**src/rtl/unary_stream_collector.sv**
```systemverilog
// Collects a valid-qualified serial unary result stream (LSB first) into a parallel word with a bounded capture window.
// Optional UNARY_POPCOUNT_EN adds a registered ones_count output tracking the number of 1s captured.
module unary_stream_collector #(
    parameter int unsigned INPUT_WIDTH  = 8,
    parameter int unsigned COUNT_WIDTH  = $clog2(INPUT_WIDTH + 1),
    parameter int unsigned WINDOW       = 2 * INPUT_WIDTH + 1,
    parameter int unsigned WINDOW_WIDTH = $clog2(WINDOW + 1)
) (
    input  logic                   clk,
    input  logic                   reset,
    input  logic                   start,
    input  logic                   y,
    input  logic                   valid,
    output logic [INPUT_WIDTH-1:0] word_out,
    output logic [COUNT_WIDTH-1:0] count,
    output logic                   out_valid,
    input  logic                   out_ready,
    output logic                   overflow
`ifdef UNARY_POPCOUNT_EN
    ,
    output logic [COUNT_WIDTH-1:0] ones_count
`endif
);

    typedef enum logic [1:0] {
        ST_IDLE    = 2'd0,
        ST_CAPTURE = 2'd1,
        ST_DONE    = 2'd2
    } state_e;

    localparam logic [COUNT_WIDTH-1:0]  LAST_BIT   = COUNT_WIDTH'(INPUT_WIDTH - 1);
    localparam logic [WINDOW_WIDTH-1:0] WINDOW_END = WINDOW_WIDTH'(WINDOW - 1);

    state_e                  state_q, state_d;
    logic [INPUT_WIDTH-1:0]  word_q, word_d;
    logic [COUNT_WIDTH-1:0]  count_q, count_d;
    logic [WINDOW_WIDTH-1:0] window_q, window_d;
    logic                    out_valid_q, out_valid_d;
    logic                    overflow_q, overflow_d;
`ifdef UNARY_POPCOUNT_EN
    logic [COUNT_WIDTH-1:0]  ones_q, ones_d;
`endif

    // Next-state: start always wins; DONE is entered on the last-bit or window-end edge
    always_comb begin
        state_d     = state_q;
        word_d      = word_q;
        count_d     = count_q;
        window_d    = window_q;
        out_valid_d = out_valid_q;
        overflow_d  = overflow_q;
`ifdef UNARY_POPCOUNT_EN
        ones_d      = ones_q;
`endif
        if (start) begin
            state_d     = ST_CAPTURE;
            word_d      = '0;
            count_d     = '0;
            window_d    = '0;
            out_valid_d = 1'b0;
            overflow_d  = 1'b0;
`ifdef UNARY_POPCOUNT_EN
            ones_d      = '0;
`endif
        end else begin
            case (state_q)
                ST_IDLE: ;
                ST_CAPTURE: begin
                    if (window_q != WINDOW_END) begin
                        window_d = window_q + WINDOW_WIDTH'(1);
                    end
                    if (valid) begin
                        for (int i = 0; i < INPUT_WIDTH; i++) begin
                            if (COUNT_WIDTH'(i) == count_q) begin
                                word_d[i] = y;
                            end
                        end
                        count_d = count_q + COUNT_WIDTH'(1);
`ifdef UNARY_POPCOUNT_EN
                        if (y) begin
                            ones_d = ones_q + COUNT_WIDTH'(1);
                        end
`endif
                    end
                    if ((valid && (count_q == LAST_BIT)) || (window_q == WINDOW_END)) begin
                        state_d     = ST_DONE;
                        out_valid_d = 1'b1;
                    end
                end
                ST_DONE: begin
                    if (valid) begin
                        overflow_d = 1'b1;
                    end
                    if (out_ready) begin
                        state_d     = ST_IDLE;
                        out_valid_d = 1'b0;
                    end
                end
                default: begin
                    state_d     = ST_IDLE;
                    out_valid_d = 1'b0;
                end
            endcase
        end
    end

    always_ff @(posedge clk) begin
        if (!reset) begin
            state_q     <= ST_IDLE;
            word_q      <= '0;
            count_q     <= '0;
            window_q    <= '0;
            out_valid_q <= 1'b0;
            overflow_q  <= 1'b0;
`ifdef UNARY_POPCOUNT_EN
            ones_q      <= '0;
`endif
        end else begin
            state_q     <= state_d;
            word_q      <= word_d;
            count_q     <= count_d;
            window_q    <= window_d;
            out_valid_q <= out_valid_d;
            overflow_q  <= overflow_d;
`ifdef UNARY_POPCOUNT_EN
            ones_q      <= ones_d;
`endif
        end
    end

    assign word_out  = word_q;
    assign count     = count_q;
    assign out_valid = out_valid_q;
    assign overflow  = overflow_q;
`ifdef UNARY_POPCOUNT_EN
    assign ones_count = ones_q;
`endif

endmodule

```
**config.mk**
```make
export PLATFORM = sky130hd
export DESIGN_NAME = unary_stream_collector
export DESIGN_NICKNAME = d
export VERILOG_FILES = /design/src/rtl/unary_stream_collector.sv
export SDC_FILE = /design/constraint.sdc
export NUM_CORES = 1
export LEC_CHECK = 0
export ABC_AREA = 1
export BUFFER_PORTS_ARGS = -buffer_cell sky130_fd_sc_hd__buf_2
export CAP_MARGIN = 20
export CORE_AREA = 2 2 58 60
export CTS_BUF_LIST = sky130_fd_sc_hd__clkbuf_16
export CTS_CLUSTER_SIZE = 30
export DETAILED_ROUTE_END_ITERATION = 8
export DIE_AREA = 0 0 60 62
export PLACE_DENSITY_LB_ADDON = 0.15
export SETUP_SLACK_MARGIN = 0.3
export SYNTH_ARGS = -nofsm -noshare
export SYNTH_HDL_FRONTEND = slang
export SYNTH_SLANG_ARGS = --single-unit
```
**constraint.sdc**
```tcl
create_clock -name clk -period 2.58 [get_ports clk]
set_input_delay 0.516 -clock clk [delete_from_list [all_inputs] [get_ports clk]]
set_output_delay 0.516 -clock clk [all_outputs]
set_load 0.03 [all_outputs]
```
==> flow_summary_export.csv <==
group,metric,value,unit
worst_setup_path,critPathTopFamily,"flip-flops",
layout,final_common_cell,"nand2_1",
placement,place.gp.congestion,0.723,
routing,first_iter_violations,36,
clock_tree,clock_path_buffers,2,
synth,ys_warn_count,0,
worst_setup_path,crit_path_max_incr_delay,420,ps
global_route,grt_pass1_wl,3660,µm
synth,synthMuxAreaShare,0,%
layout,final_cell_mix,"25 x nand2_1, 21 x inv_1, 20 x dfxtp_1",
worst_setup_path,cp_data_required_time,2060,ps
global_route,grt_pass1_vias,830,
timing,final_max_slew_viol_count,0,
timing,tns,0,ps
power_and_ir_drop,peakVddDrop,0.198,mV
clock_tree,clock_latency,250,ps
timing,worst_pin_slew,594,ps
layout,final_cells,209,
worst_setup_path,critical_path_class,"flop to primary output",
synth,synth_top_area_share,38.9,%
worst_setup_path,crit_chain,"buf_2",
placement,dp_hpwl,1570,µm
clock_tree,cts_resized,0,
clock_tree,cts.sinks,20,
timing,rsz0062_at_grt,"false",
floorplanning,core_area,3180,µm²
timing,clock_skew,3.49,ps
synth,synth_top_cell_by_area,"dfxtp_1",
timing,finalSetupViolations,0,
routing,vias,930,
routing,firstDrtPassIters,4,
timing,fin_crit_sh,55.4,%
timing,maxSlewHeadroom,60.4,%
synth,synthXorXnorAreaFrac,0.852,%
clock_tree,post-cts-setup-buffer-count,0,
synth,synth_compound_area_share,11.8,%
floorplanning,rows,21,
placement,io_buffer_count,19,
synth,ys_ff_latch,20,
placement,dp_cells,205,
clock_tree,cts_root_buf,"clkbuf_16",
clock_tree,clk_pin_slew,60,ps
floorplanning,die_h,62,µm
power_and_ir_drop,power_density,624,nW/µm²
hold_path,hold_path_class,"flop to flop",
timing,finalHoldViolCount,0,
global_route,grt_max_degree,16,
layout,area_growth,23.5,%
synth,ys_top_cells_by_area,"dfxtp_1 39%, nand2_1 9.1%, inv_1 7.7%",
clock_tree,cts_tree,"yes",
global_route,antenna_found_initial,0,
synth,synth_cell_types,21,
synth,synth_top_family_by_area,"simple AND/OR/NAND/NOR gates",
job,maxCapViolCount,0,
layout,diodes,0,
synth,syn_area,1030,µm²
synth,yosysSeqAreaShare,38.9,%
timing,setup_ws,1150,ps
worst_setup_path,worstPathArrival,910,ps
worst_setup_path,crit_buf_inv,1,
run_status,status,"completed",
layout,nets,176,
routing,vias_per_cell,4.45,
global_route,grt_util_all_layers,13.1,%
routing,ant_nets,0,
floorplanning,dieWidth,60,µm
worst_setup_path,crit_slowest_cell,"dfxtp_1",
timing,fmax,700,MHz
global_route,gr-total-overflow,0,
routing,route.detailed.drc,0,
timing,min_period,1430,ps
floorplanning,dieArea,3720,µm²
synth,syn-num-nets,154,
synth,synth_fa_ha_area_share,7.30,%
synth,postSynthCellCount,142,
synth,synthSimpleGateAreaFrac,31.1,%
synth,syn_avg_cell_area,7.24,µm²
layout,fin_util,39.9,%
placement,place_ws,988,ps
floorplanning,start_util,32.3,%
worst_setup_path,cp_max_fo,6,
clock_tree,htreeDepth,1,
worst_setup_path,critical_path.startpoint_type,"flop",
routing,drt_wl_total,2090,µm
routing,wire_per_inst,10.0,µm
clock_tree,hold_buffers,0,
clock_tree,cts-buffers-inserted,3,
worst_setup_path,cp-end-kind,"primary output",
layout,drive_above_1_share,20.9,%
floorplanning,io_pins,20,
power_and_ir_drop,power_leakage,0.549,nW
report_power, final:
part	leakage, nW	internal (W)	switching [W]	total [W]
registers	0.162	0.000313	0.00000426	0.000317
logic	0.336	0.0000148	0.0000320	0.0000468
clock network	0.0511	0.000308	0.000121	0.000429
state kept, by name, indices dropped and copies added (netlist names):
| signal | flops |
|---|---|
| count | 4 |
| overflow | 1 |
| state_q | 2 |
| window_q | 5 |
| word_out | 8 |
cell type report:
class,count,area (µm²)
inverter,23,86.3
clock inverter,1,30.0
sequential,20,400
tap,46,57.6
multi-input combinational,97,526
fill,355,1910
clock buffer,3,75.1
timing repair buffer,19,95.1
layer usage:
metal	global-route usage (%)	vias up	wire length, µm
met2	20.2	25	859
li1	-	490	-
met4	4.76	0	13
met5	0	-	0
met3	3.31	2	94
met1	17.7	413	1120
worst reg2reg max path, cell delays in order (launching register included):
cell	delay, ps
dfxtp_1	360
inv_2	80
nand3_2	260
nor2_1	360
nand3_1	110
nand2_1	70
nor2_1	40
cells in the mapped netlist:
| cell | number |
|---|---|
| buf_2 | 1 |
| nand3_2 | 1 |
| nor2_2 | 3 |
| a21oi_4 | 1 |
| nand4_1 | 2 |
| dfxtp_1 | 20 |
| nand2_1 | 25 |
| nor2_1 | 18 |
| xor2_1 | 1 |
| nand3b_1 | 1 |
| o21ai_0 | 2 |
| nand3_1 | 13 |
| inv_2 | 2 |
| o21ai_1 | 4 |
| inv_1 | 21 |
| nor2_4 | 3 |
| a21oi_1 | 15 |
| buf_6 | 1 |
| nor3_1 | 1 |
| ha_1 | 6 |
| nand2_2 | 1 |
stage by stage:
step                      total power, W  instance area (µm²)  hold slack (ps)
after CTS                       0.000806                 1270              462
after global placement          0.000371                 1160              442
after global routing            0.000825                 1270              484
after detailed placement        0.000371                 1160              453
final                           0.000793                 1270              458
after floorplan                 0.000359                 1030              492
kinds of logic (layout without fill, tap and decap cells):
kind of cell             Yosys count  in the layout
AND/OR/NAND/NOR                   68             68
buffers and inverters             25             46
XOR/XNOR                           1              1
flip-flops                        20             20
adder cells (fa/ha/maj)            6              6
AO/OA/AOI/OAI                     22             22
path summary, 6_finish.rpt:
path	slack, ps	end	depth (start not counted)	startpoint
min reg2reg	460	overflow	2	overflow
max	1150	count[2]	1	count[2]
max reg2reg	1200	word_out[2]	6	state_q[1]
min	460	overflow	2	overflow
Power figures use the tool's default switching activity.
